[config.mk]
export PLATFORM = sky130hd
export DESIGN_NAME = ctrl_decode_stage
export DESIGN_NICKNAME = d
export VERILOG_FILES = /design/src/rtl/ctrl_decode_stage_pkg.sv /design/src/rtl/ctrl_decoder.sv /design/src/rtl/ctrl_decode_stage.sv
export SDC_FILE = /design/constraint.sdc
export NUM_CORES = 1
export LEC_CHECK = 0
export ABC_AREA = 1
export ABC_CLOCK_PERIOD_IN_PS = 2350
export BUFFER_PORTS_ARGS = -buffer_cell sky130_fd_sc_hd__buf_2
export CAP_MARGIN = 20
export CORE_MARGIN = 5
export CORE_UTILIZATION = 51
export CTS_CLUSTER_SIZE = 20
export DETAILED_ROUTE_END_ITERATION = 10
export GPL_TIMING_DRIVEN = 0
export PLACE_DENSITY = 0.79
export SYNTH_ARGS = -nofsm -noshare
export SYNTH_HDL_FRONTEND = slang
export SYNTH_SLANG_ARGS = --single-unit
[constraint.sdc]
create_clock -name clk -period 2.35 [get_ports clk]
set_clock_uncertainty 0.2 [all_clocks]
set_input_delay 0.47 -clock clk [delete_from_list [all_inputs] [get_ports clk]]
set_output_delay 0.47 -clock clk [all_outputs]
set_load 0.02 [all_outputs]
[src/rtl/ctrl_decode_stage_pkg.sv]
// Shared definitions for the RV32 control decode stage:
// opcode constants, ALU operation encodings and the decoded-bundle payload.
package ctrl_decode_stage_pkg;

  localparam int unsigned INSTR_W = 32;
  localparam int unsigned OPC_W   = 7;
  localparam int unsigned REG_W   = 5;
  localparam int unsigned F3_W    = 3;

  localparam logic [OPC_W-1:0] OPC_R     = 7'b0110011;
  localparam logic [OPC_W-1:0] OPC_I_ALU = 7'b0010011;
  localparam logic [OPC_W-1:0] OPC_LOAD  = 7'b0000011;
  localparam logic [OPC_W-1:0] OPC_STORE = 7'b0100011;
  localparam logic [OPC_W-1:0] OPC_BRANCH= 7'b1100011;
  localparam logic [OPC_W-1:0] OPC_JAL   = 7'b1101111;
  localparam logic [OPC_W-1:0] OPC_JALR  = 7'b1100111;
  localparam logic [OPC_W-1:0] OPC_LUI   = 7'b0110111;
  localparam logic [OPC_W-1:0] OPC_AUIPC = 7'b0010111;

  typedef enum logic [1:0] {
    ALU_ADD    = 2'b00,
    ALU_BRANCH = 2'b01,
    ALU_RTYPE  = 2'b10,
    ALU_ITYPE  = 2'b11
  } alu_op_e;

  typedef struct packed {
    alu_op_e           alu_op;
    logic              alu_src;
    logic              mem_to_reg;
    logic              reg_write;
    logic              mem_read;
    logic              mem_write;
    logic              branch;
    logic              jump;
    logic              jalr;
    logic              lui;
    logic              auipc;
    logic              illegal;
    logic [REG_W-1:0]  rd;
    logic [REG_W-1:0]  rs1;
    logic [REG_W-1:0]  rs2;
    logic [F3_W-1:0]   funct3;
    logic              funct7b5;
  } ctrl_bundle_t;

endpackage

[src/rtl/ctrl_decoder.sv]
// Combinational RV32 opcode decoder.
// Ports:
//   instr      in   32  instruction word
//   bundle_c   out      decoded control flags plus register/funct fields
//   rs1_used_c out  1   instruction reads rs1
//   rs2_used_c out  1   instruction reads rs2
module ctrl_decoder
  import ctrl_decode_stage_pkg::*;
#(
  parameter int unsigned ENABLE_EXT = 1
) (
  input  logic [INSTR_W-1:0] instr,
  output ctrl_bundle_t       bundle_c,
  output logic               rs1_used_c,
  output logic               rs2_used_c
);

  localparam bit EXT_ON = (ENABLE_EXT != 0);

  // Immediate-only bits never reach the control bundle.
  logic unused_instr_c;
  assign unused_instr_c = ^{instr[31], instr[29:25]};

  // Opcode decode; everything not set below stays 0.
  always_comb begin
    bundle_c          = '0;
    rs1_used_c        = 1'b0;
    rs2_used_c        = 1'b0;
    bundle_c.rd       = instr[11:7];
    bundle_c.rs1      = instr[19:15];
    bundle_c.rs2      = instr[24:20];
    bundle_c.funct3   = instr[14:12];
    bundle_c.funct7b5 = instr[30];
    case (instr[OPC_W-1:0])
      OPC_R: begin
        bundle_c.reg_write = 1'b1;
        bundle_c.alu_op    = ALU_RTYPE;
        rs1_used_c         = 1'b1;
        rs2_used_c         = 1'b1;
      end
      OPC_I_ALU: begin
        bundle_c.alu_src   = 1'b1;
        bundle_c.reg_write = 1'b1;
        bundle_c.alu_op    = ALU_ITYPE;
        rs1_used_c         = 1'b1;
      end
      OPC_LOAD: begin
        bundle_c.alu_src    = 1'b1;
        bundle_c.mem_to_reg = 1'b1;
        bundle_c.reg_write  = 1'b1;
        bundle_c.mem_read   = 1'b1;
        bundle_c.alu_op     = ALU_ADD;
        rs1_used_c          = 1'b1;
      end
      OPC_STORE: begin
        bundle_c.alu_src   = 1'b1;
        bundle_c.mem_write = 1'b1;
        bundle_c.alu_op    = ALU_ADD;
        rs1_used_c         = 1'b1;
        rs2_used_c         = 1'b1;
      end
      OPC_BRANCH: begin
        bundle_c.branch = 1'b1;
        bundle_c.alu_op = ALU_BRANCH;
        rs1_used_c      = 1'b1;
        rs2_used_c      = 1'b1;
      end
      OPC_JAL: begin
        if (EXT_ON) begin
          bundle_c.jump      = 1'b1;
          bundle_c.reg_write = 1'b1;
        end else begin
          bundle_c.illegal = 1'b1;
        end
      end
      OPC_JALR: begin
        if (EXT_ON) begin
          bundle_c.jump      = 1'b1;
          bundle_c.jalr      = 1'b1;
          bundle_c.alu_src   = 1'b1;
          bundle_c.reg_write = 1'b1;
          rs1_used_c         = 1'b1;
        end else begin
          bundle_c.illegal = 1'b1;
        end
      end
      OPC_LUI: begin
        if (EXT_ON) begin
          bundle_c.lui       = 1'b1;
          bundle_c.reg_write = 1'b1;
        end else begin
          bundle_c.illegal = 1'b1;
        end
      end
      OPC_AUIPC: begin
        if (EXT_ON) begin
          bundle_c.auipc     = 1'b1;
          bundle_c.reg_write = 1'b1;
        end else begin
          bundle_c.illegal = 1'b1;
        end
      end
      default: bundle_c.illegal = 1'b1;
    endcase
  end

endmodule

[src/rtl/ctrl_decode_stage.sv]
// Decode stage: combinational decode at the input, DEPTH elastic output
// registers, and a load-use hazard tracker that inserts one bubble.
// Ports:
//   clk, rst                 clock, synchronous active-high reset
//   in_valid/in_instr/in_ready  instruction handshake (in_ready is combinational)
//   flush                    kill all in-flight entries and the hazard tracker
//   out_valid/out_ready      decoded-bundle handshake
//   alu_op .. illegal        control flags of the bundle at the output
//   rd, rs1, rs2, funct3, funct7b5  register/funct fields of the bundle
//   bubble_cnt               saturating count of inserted load-use bubbles
module ctrl_decode_stage
  import ctrl_decode_stage_pkg::*;
#(
  parameter int unsigned DEPTH      = 1,
  parameter int unsigned ENABLE_EXT = 1,
  parameter int unsigned CNT_W      = 16
) (
  input  logic               clk,
  input  logic               rst,
  input  logic               in_valid,
  input  logic [INSTR_W-1:0] in_instr,
  output logic               in_ready,
  input  logic               flush,
  output logic               out_valid,
  input  logic               out_ready,
  output logic [1:0]         alu_op,
  output logic               alu_src,
  output logic               mem_to_reg,
  output logic               reg_write,
  output logic               mem_read,
  output logic               mem_write,
  output logic               branch,
  output logic               jump,
  output logic               jalr,
  output logic               lui,
  output logic               auipc,
  output logic               illegal,
  output logic [REG_W-1:0]   rd,
  output logic [REG_W-1:0]   rs1,
  output logic [REG_W-1:0]   rs2,
  output logic [F3_W-1:0]    funct3,
  output logic               funct7b5,
  output logic [CNT_W-1:0]   bubble_cnt
);

  ctrl_bundle_t       dec_c;
  logic               rs1_used_c;
  logic               rs2_used_c;
  logic [DEPTH-1:0]   stg_valid;
  logic [DEPTH-1:0]   stg_en_c;
  ctrl_bundle_t       stg_data [DEPTH];
  logic               hold;
  logic [REG_W-1:0]   held_rd;
  logic               hazard_c;
  logic               accept_c;

  ctrl_decoder #(
    .ENABLE_EXT (ENABLE_EXT)
  ) u_decoder (
    .instr      (in_instr),
    .bundle_c   (dec_c),
    .rs1_used_c (rs1_used_c),
    .rs2_used_c (rs2_used_c)
  );

  // A stage may load if the consumer is taking data or any stage from it to
  // the output is empty (flattened form of the empty-or-downstream-moves chain).
  for (genvar g = 0; g < DEPTH; g++) begin : g_en
    assign stg_en_c[g] = out_ready || !(&stg_valid[DEPTH-1:g]);
  end

  assign hazard_c = hold && in_valid &&
                    ((rs1_used_c && (dec_c.rs1 == held_rd)) ||
                     (rs2_used_c && (dec_c.rs2 == held_rd)));
  assign in_ready = stg_en_c[0] && !hazard_c;
  assign accept_c = in_valid && in_ready;

  // Elastic output pipeline; a stalled input leaves a bubble in stage 0.
  always_ff @(posedge clk) begin
    if (rst) begin
      stg_valid <= '0;
      for (int i = 0; i < int'(DEPTH); i++) stg_data[i] <= '0;
    end else begin
      if (stg_en_c[0]) begin
        stg_valid[0] <= accept_c;
        stg_data[0]  <= dec_c;
      end
      for (int i = 1; i < int'(DEPTH); i++) begin
        if (stg_en_c[i]) begin
          stg_valid[i] <= stg_valid[i-1];
          stg_data[i]  <= stg_data[i-1];
        end
      end
      if (flush) stg_valid <= '0;
    end
  end

  // Load-use tracker: remembers the rd of the last accepted load.
  always_ff @(posedge clk) begin
    if (rst) begin
      hold    <= 1'b0;
      held_rd <= '0;
    end else begin
      if (accept_c) begin
        hold <= dec_c.mem_read && (dec_c.rd != '0);
        if (dec_c.mem_read) held_rd <= dec_c.rd;
      end else if (hazard_c) begin
        hold <= 1'b0;
      end
      if (flush) hold <= 1'b0;
    end
  end

  // Saturating bubble counter.
  always_ff @(posedge clk) begin
    if (rst) begin
      bubble_cnt <= '0;
    end else if (hazard_c && !(&bubble_cnt)) begin
      bubble_cnt <= bubble_cnt + CNT_W'(1);
    end
  end

  assign out_valid  = stg_valid[DEPTH-1];
  assign alu_op     = stg_data[DEPTH-1].alu_op;
  assign alu_src    = stg_data[DEPTH-1].alu_src;
  assign mem_to_reg = stg_data[DEPTH-1].mem_to_reg;
  assign reg_write  = stg_data[DEPTH-1].reg_write;
  assign mem_read   = stg_data[DEPTH-1].mem_read;
  assign mem_write  = stg_data[DEPTH-1].mem_write;
  assign branch     = stg_data[DEPTH-1].branch;
  assign jump       = stg_data[DEPTH-1].jump;
  assign jalr       = stg_data[DEPTH-1].jalr;
  assign lui        = stg_data[DEPTH-1].lui;
  assign auipc      = stg_data[DEPTH-1].auipc;
  assign illegal    = stg_data[DEPTH-1].illegal;
  assign rd         = stg_data[DEPTH-1].rd;
  assign rs1        = stg_data[DEPTH-1].rs1;
  assign rs2        = stg_data[DEPTH-1].rs2;
  assign funct3     = stg_data[DEPTH-1].funct3;
  assign funct7b5   = stg_data[DEPTH-1].funct7b5;

endmodule

# == Word level (Yosys, flattened, before mapping) ==
# Memory sizes are Yosys's and may differ from the RTL's.
# Index checks and enable logic that the tools add are counted.
# word_totals
register_bits,23
latch_bits,0
ramBits,32
mem_bits_ro,0
word_cells,64
mem_count,1
# classes
n_addsub,1
n_mul,0
div_mod_pow,0
n_lt_le_gt_ge,0
eq_ne,11
n_shift,0
n_mux,22
n_bitwise,0
reduce_logical,25
# mem_list
memory,words,width,rd,rd_ports_with_merged_regs,wr,line_no,source
stg_data,1,32,1,0,1,ctrl_decode_stage.sv:51,ctrl_bundle_t stg_data [DEPTH];
# op_table
cell,n
$mux W32,1
$reduce_or A32 Y1,1
$eq A7 B6 Y1 const B,3
$eq A7 B7 Y1 const B,3
$mux W1,20
$add A16 B1 Y16 const B,1
$reduce_and A16 Y1,1
$eq A7 B5 Y1 const B,2
$eq A5 B5 Y1,2
$reduce_or A9 Y1,1
$logic_and A1 B1 Y1,8
$eq A7 B2 Y1 const B,1
$reduce_or A7 Y1,1
$pmux W2 S3,1
$reduce_or A6 Y1,1
$reduce_bool A5 Y1,1
$reduce_or A2 Y1,2
$reduce_or A4 Y1,1
$logic_not A1 Y1,3
$reduce_or A3 Y1,1
$logic_or A1 B1 Y1,2
$reduce_and A2 Y1,1
$reduce_bool A2 Y1,1

# == Logic depth before layout (Yosys ltp) ==
# Gate-level depths: netlist (run 1).
# logic_depth
depth_word,10
depth_mapped,13

# == By module ==
# From an unflattened synthesis (run 1), not the netlist that was laid out.
# hier_totals
hier_cells,390
hier_area_um2,3064.2
# by_module_without_submodules
mod,n_inst,cells_each,area_per_inst_um2
ctrl_decode_stage,1,327,2705.1
ctrl_decoder,1,63,359.1

# == Worst setup path after synthesis (run 1) ==
# Ideal clock, no wire load.
# synth_path
path_kind,input to output
startpoint,input in_instr[1]
endpoint,output in_ready
arrival_ns,1.522
required_ns,1.680
path_slack_ns,0.158
cell_stages,8
cell_sequence,nand2_2 -> nor2_1 -> nand2_2 -> nand3_2 -> nand2_4 -> nand2_8 -> buf_8 -> a21oi_1
# synth_between
elab_chain_cells,8
word_cells_on_any_way,16
classes_between,6 x eq/ne; 2 x mux; 8 x reduce/logical
# synth_rtl
item,line_no,source
"start, declared",ctrl_decode_stage.sv:21,"input logic [INSTR_W-1:0] in_instr,"
"$eq A7 B6 Y1, or another cell as far along",ctrl_decoder.sv:34,case (instr[OPC_W-1:0])
$reduce_or A6 Y1 (no source line) or $reduce_or A3 Y1 (tied branches),--,
"$mux W1, on equally long branches",--,
"$logic_and A1 B1 Y1, on equally long branches","ctrl_decode_stage.sv:73, ctrl_decode_stage.sv:74",
$logic_or A1 B1 Y1 (*),ctrl_decode_stage.sv:73,((rs1_used_c && (dec_c.rs1 == held_rd)) ||
$logic_and A1 B1 Y1 (*),ctrl_decode_stage.sv:72,assign hazard_c = hold && in_valid &&
$logic_not A1 Y1 (*),ctrl_decode_stage.sv:75,assign in_ready = stg_en_c[0] && !hazard_c;
$logic_and A1 B1 Y1 (*),ctrl_decode_stage.sv:75,
"end, declared",ctrl_decode_stage.sv:22,"output logic in_ready,"
# Mark *: on every way between the ends. The rest lies on a longest branch, timed or not.

# == Worst setup path after layout (run 1) ==
# layout_path
startpoint,register held_rd[0]
endpoint,output in_ready
# layout_between
elab_chain_cells,6
word_cells_on_any_way,8
classes_between,2 x eq/ne; 6 x reduce/logical
# layout_rtl
item,line_no,source
"start, declared",ctrl_decode_stage.sv:53,logic [REG_W-1:0] held_rd;
"start signal, assigned",ctrl_decode_stage.sv:106,if (dec_c.mem_read) held_rd <= dec_c.rd;
"$eq A5 B5 Y1, on equally long branches","ctrl_decode_stage.sv:73, ctrl_decode_stage.sv:74",
"$logic_and A1 B1 Y1, on equally long branches","ctrl_decode_stage.sv:73, ctrl_decode_stage.sv:74",
$logic_or A1 B1 Y1 (*),ctrl_decode_stage.sv:73,
$logic_and A1 B1 Y1 (*),ctrl_decode_stage.sv:72,
$logic_not A1 Y1 (*),ctrl_decode_stage.sv:75,
$logic_and A1 B1 Y1 (*),ctrl_decode_stage.sv:75,
# Marks and branches as above.

==> results of run 1 <==
[cells in the final DEF (no fill, tap or decap), types with 4 or more instances in the layout]
cell,Yosys,final
clkbuf_8,0,5
nor3_1,6,5
nand2_2,5,5
edfxtp_1,31,31
clkbuf_1,5,6
dfxtp_2,0,4
dfxtp_1,23,19
buf_4,1,5
buf_2,2,80
xnor2_1,6,6
nand4_1,20,20
inv_2,6,7
nand3_1,10,10
inv_1,42,41
nor2_2,4,5
o21ai_0,5,5
nand2_1,60,60
a21oi_1,19,19
nor2_1,52,51
xor2_1,10,10
[timing repair]
item	4_1_cts	5_1_grt
resized for setup	2	7
hold buffers	0	0
setup endpoints to repair	1	1
pin swaps	1	6
setup buffers	1	2
[state kept, by name (all words and copies together), names as in the netlist]
signal      cells
out_valid       1
stg_data       31
held_rd         5
hold            1
bubble_cnt     16
[report_power, final]
part	leakage, nW	switching, W	total (W)	internal [W]
clock	0.0514	0.000288	0.000606	0.000318
combinational	1.05	0.000128	0.000191	0.0000631
sequential	0.551	0.00000716	0.00103	0.00103
[cell type report]
cell class | count | share of cell area, %
sequential | 54 | 40.1
multi-input combinational | 222 | 34.9
timing repair buffer | 83 | 12.5
inverter | 49 | 5.32
tap | 72 | 2.59
clock buffer | 6 | 2.08
buffer | 9 | 1.37
clock inverter | 2 | 1.08
[how the worst max path moves through the flow]
stage / start / end / slack (ps)
3_5_place_dp: in_instr[5] / in_ready / -90
5_1_grt: held_rd[0]$_SDFFE_PP0P_ / in_ready / -4
2_1_floorplan: in_instr[1] / in_ready / 160
6_report: held_rd[0]$_SDFFE_PP0P_ / in_ready / 100
3_3_place_gp: rst / stg_data[0][18]$_SDFFCE_PN0P_ / -210
4_1_cts: held_rd[4]$_SDFFE_PP0P_ / in_ready / 0.2
[per-stage QoR]
| stage | cell area (µm²) | power (W) | setup WS, ps | hold WS (ps) |
|---|---|---|---|---|
| final | 3480 | 0.00183 | 97.6 | 214 |
| after global routing | 3480 | 0.00191 | -3.82 | 206 |
| after CTS | 3470 | 0.00184 | 0.194 | 205 |
| after detailed placement | 3350 | 0.00124 | -86.0 | 284 |
| after global placement | 3330 | 0.00124 | -206 | 275 |
| after floorplan | 2850 | 0.00116 | 158 | 270 |
[layer usage]
metal  share of wire, %  GRT usage [%]
met3                7.1           3.93
met4                1.6           4.89
met1                 42           23.7
met5                  0              0
met2                 49           32.8
[kinds of logic (layout without fill, tap and decap cells)]
| logic type | count (synthesis) | in the layout | synth area share, % |
|---|---|---|---|
| buf+inv | 59 | 149 | 8.66 |
| fa+ha+maj | 1 | 1 | 0.439 |
| compound gates | 31 | 31 | 6.02 |
| xor+xnor | 16 | 16 | 4.92 |
| flops | 54 | 54 | 48.9 |
| simple gates | 174 | 174 | 31.1 |
[worst max-delay path, stage by stage (launching register included)]
cell and delay [ps]:
dfxtp_2 340, buf_4 120, nand2_1 60, nand3_1 110
nor2_2 140, nand3_2 120, nand2_8 140, a21oi_1 80
buf_4 180
==> out/metrics.csv, run 1 <==
stage,metric,value,unit
cts,clock-root-buffer,clkbuf_8,
synth,async_reset_ff_share,0,%
critical_path,worstReg2RegEnd,stg_data[0][14]$_SDFFCE_PN0P_,
hold_path,hold_depth,3,
drt,drt-pass1-iter-count,4,
die,die_w,84.7,µm
timing,worstMarginPinSlew,823,ps
synth,synth_warnings,0,
hold_path,min_to,held_rd[1]$_SDFFE_PP0P_,
drt,wl,6620,µm
global_route,grt_max_degree,19,
global_route,grt_pass1_vias,2418,
layout,layout.nets,462,
cts,clk_latency,300,ps
global_route,grt_first_pass_wirelength,11100,µm
job,maxCapViolations,0,
critical_path,r2r.worst_path.cells,4,
synth,yosysSeqAreaShare,48.9,%
critical_path,crit_path_start_kind,flop,
drt,route.antenna.remaining_nets,0,
timing,final-hold-violation-count,0,
power,power.density,526,nW/µm²
placement,dp.cells,487,
synth,yosys_register_bits,54,
critical_path,crit_fanout,11,
cts,cts_sinks,54,
synth,yosysUniqueCellTypes,37,
critical_path,path_class,reg2out,
die,rows,27,
critical_path,end_kind,output pin,
timing,period_needed,2250,ps
layout,diodes,0,
synth,synth_edf_count,31,
drt,wl_per_cell,13.3,µm
synth,synth_most_common_cell,nand2_1,
placement,hpwl,5230,µm
drt,vias_per_cell,5.10,
cts,cts_buffers,5,
synth,syn-cell-area,2850,µm²
synth,synthCells,335,
synth,synth_top_area_share,32.7,%
cts,clk_pin_slew,90,ps
synth,syn_nets,373,
power,power_leakage,1.65,nW
timing,period_share,95.8,%
timing,fin_setup_tns,0,ps
timing,max_slew_margin,45.0,%
synth,synth_top_cell_by_area,edfxtp_1,
layout,regArea,1400,µm²
synth,yosys_most_used_dff,edfxtp_1,
global_route,gr-total-overflow,0,
hold_path,holdCritStartpoint,in_instr[8],
synth,syn_area_per_cell,8.50,µm²
layout,utilization,63.6,%
die,core,5470,µm²
cts,cts_tree,yes,
cts,h-tree-depth,2,
drt,vias,2537,
hold_path,holdCritPathClass,in2reg,
timing,drv_slew,0,
global_route,grt_usage,18.8,%
layout,multi_input_area,1220,µm²
layout,syn2layout_area_growth,22.3,%
layout,drive_above_1_share,31.3,%
critical_path,timing.rr.start,out_valid$_SDFFE_PP0P_,
die,dieArea,7180,µm²
placement,place_congestion,0.980,
drt,drc,0,
drt,dr.first_iter.drc_count,143,
critical_path,critPathArrivalTime,1580,ps
die,io_pins,87,
global_route,antenna_found_initial,0,
layout,nFillCells,478,
critical_path,r2r_slack,280,ps
timing,fmax,444,MHz
synth,synth_common_cells,"nand2_1 (60), nor2_1 (52), inv_1 (42)",
die,fp.dieH,84.7,µm
critical_path,cp.required,1680,ps
placement,io_buffers,79,
die,start_util,52.0,%
layout,instances_no_fill,497,
power,ir_drop,0.326,mV
timing,setup_viol,0,
synth,synth_area_leaders,"edfxtp_1 (33%), dfxtp_1 (16%), nand2_1 (7.9%)",
outcome,outcome,"finished, final reports clean",
cts,clk_path_buf_depth,2,
Note: power is estimated with default switching activity, not from simulation.
==> run 2, diff against run 1 <==
Settings changed: ABC_AREA 1 to not set, CORE_UTILIZATION 51 to 50, PLACE_DENSITY 0.79 to 0.8.
==> run 2 against run 1 <==
The flow now finishes with violations (negative setup slack); global-route usage shrank 0.45 points; worst setup slack lost 200 ps; wire length shrank 6.3%; non-clock buffer count grew 11; critical path depth shrank 1; sequential power is essentially flat; utilization grew 7.4 points; via count shrank 15%; critical path type is now in2out.
==> out/metrics.csv, run 2 <==
stage,metric,value,unit
layout,drive_above_1_share,40.0,%
global_route,gr-total-overflow,0,
placement,place_congestion,0.786,
synth,syn_area_per_cell,10.9,µm²
die,rows,25,
layout,instances_no_fill,402,
power,ir_drop,0.287,mV
layout,mostFrequentLayoutCells,"buf_2 (76), edfxtp_1 (31), and2_1 (21)",
outcome,violations,negative setup slack,
critical_path,crit_chain,buf_6 -> nand3b_1 -> a21o_4 -> buf_6 -> o31ai_4 -> nor2_1 -> buf_4,
synth,synthMuxAreaShare,3.62,%
synth,yosysSeqAreaShare,55.2,%
global_route,grt_usage,18.4,%
critical_path,slowest_stage,nand3b_1,
timing,max_slew_margin,64.3,%
critical_path,crit_path_start_kind,input pin,
placement,pre_cts_ws,-402,ps
drt,vias,2155,
timing,setup_viol,1,
critical_path,slowest_delay,300,ps
drt,drc,0,
placement,io_buffers,79,
timing,drv_slew,0,
synth,syn_nets,270,
job,maxCapViolations,0,
cts,clk_latency,300,ps
die,io_pins,87,
layout,diodes,0,
synth,synth_fa_ha_area_share,0.497,%
cts,cts_tree,yes,
cts,cts_buffers,5,
layout,nFillCells,350,
die,core,4820,µm²
synth,yosys_register_bits,54,
critical_path,crit_fanout,5,
die,start_util,52.3,%
cts,ctsHoldBuffers,0,
global_route,grt_pass1_vias,2008,
synth,synth_area_leaders,"edfxtp_1 (37%), dfxtp_1 (18%), and2_1 (5.2%)",
timing,period_share,104,%
critical_path,end_kind,output pin,
synth,synth_top_cell_by_area,edfxtp_1,
timing,setup_ws,-97.9,ps
hold_path,holdCritPathClass,in2reg,
global_route,antenna_found_initial,0,
synth,synth_top_area_share,36.9,%
timing,fmax,409,MHz
layout,fin_area,3420,µm²
synth,synth_common_cells,"edfxtp_1 (31), dfxtp_1 (23), and2_1 (21), nor2_1 (21), a21oi_1 (15)",
drt,dr.first_iter.drc_count,126,
synth,synth_warnings,0,
power,power.density,540,nW/µm²
synth,synth_compound_gate_area_share,9.38,%
cts,clk_pin_slew,90,ps
layout,layout.nets,372,
synth,yosysUniqueCellTypes,41,
placement,placed_area,3020,µm²
synth,synth-simple-area-share,24.2,%
die,die_w,81.0,µm
timing,final-hold-violation-count,0,
synth,synth_most_common_cell,edfxtp_1,
outcome,outcome,"finished, violations left",
layout,syn2layout_area_growth,35.7,%
timing,rsz0062_at_grt,yes,
timing,period_needed,2450,ps
drt,wl,6200,µm
layout,largestRegisters,"stg_data (31), bubble_cnt (16), held_rd (5)",
placement,hpwl,4190,µm
global_route,grt_max_degree,23,
drt,drt-pass1-iter-count,4,
layout,largest-register,stg_data,
die,dieArea,6560,µm²
cts,clk_path_buf_depth,2,
critical_path,cp.required,1680,ps
synth,synth_edf_count,31,
cts,clock-root-buffer,clkbuf_8,
critical_path,path_class,in2out,
critical_path,critPathArrivalTime,1780,ps
die,fp.dieH,81.0,µm
synth,synthCells,232,
synth,synth_xor_area_share,4.52,%
global_route,grt_first_pass_wirelength,9470,µm
synth,syn-cell-area,2520,µm²
layout,largest_reg_flops,31,
synth,yosys_most_used_dff,edfxtp_1,
synth,async_reset_ff_share,0,%
timing,hold_slack,146,ps
drt,vias_per_cell,5.36,
critical_path,path_common_cell,buf_6,
cts,h-tree-depth,2,
timing,worstMarginPinSlew,535,ps
cts,cts_sinks,54,
drt,route.antenna.remaining_nets,0,
critical_path,r2r_slack,30,ps
drt,wl_per_cell,15.4,µm
synth,synth_top_family_by_area,simple AND/OR/NAND/NOR gates,
placement,dp.cells,379,
layout,final_common_cell,buf_2,
power,power_leakage,1.46,nW
-- run 2: what timing repair did --
item / 4_1_cts / 5_1_grt
setup buffers: 5 / 10
endpoints found under the setup margin: 6 / 21
gates resized for setup: 11 / 24
pin swaps: 9 / 15
-- run 2: cell families after synthesis --
kind of cell    Yosys count
simple gates            103
flops                    54
compound gates           38
buf+inv                  14
xor+xnor                 13
mux                       9
fa+ha+maj                 1
-- run 2: cell type report --
type                            count  area [µm²]  share of cell area [%]
Sequential cell                    54        1400                    40.9
Multi-Input combinational cell    164        1200                    35.2
Timing Repair Buffer               95         557                    16.3
Tap cell                           67        83.8                    2.45
Clock buffer                        7        81.3                    2.38
Buffer                              8        42.5                    1.24
Clock inverter                      1        30.0                   0.878
Inverter                            6        22.5                   0.659
-- run 2: where the power goes --
group,total (W),switching (W),leakage [nW],internal [W]
Combinational,0.000201,0.000123,0.851,0.0000777
Sequential,0.00103,0.00000612,0.551,0.00102
Clock,0.000614,0.000280,0.0588,0.000334
Total,0.00185,0.000410,1.46,0.00144
-- run 2: path summary, 6_finish.rpt --
kind,start,end,cells after the start
worst max-delay path,in_instr[3],in_ready,7
worst min-delay path,flush,hold$_SDFFE_PP0P_,2
worst max register to register,held_rd[0]$_SDFFE_PP0P_,bubble_cnt[15]$_SDFFE_PP0P_,7
worst min register to register,bubble_cnt[4]$_SDFFE_PP0P_,bubble_cnt[4]$_SDFFE_PP0P_,2
-- run 2: metal layers --
metal	GRT usage [%]	wire length, µm	up-vias
li1	-	-	1052
met1	23.6	2590	996
met2	30.4	3000	93
met3	4.66	481	14
met4	5.91	129	0
met5	0	0	-
-- run 2: worst max-delay path, delay by kind of cell --
kind	cells	cell delay [ps]
buffers and inverters	3	380
and+or+nand+nor	2	380
AOI/OAI and AO/OA	2	540
-- run 2: through the flow --
step                utilization (%)  total power, W  setup TNS [ps]
CTS                            67.5         0.00184            -196
floorplan                         -         0.00115               0
global route                   71.0         0.00191            -632
finish                         71.0         0.00185           -97.9
global placement               62.4         0.00123           -7400
detailed placement             62.7         0.00123           -5220
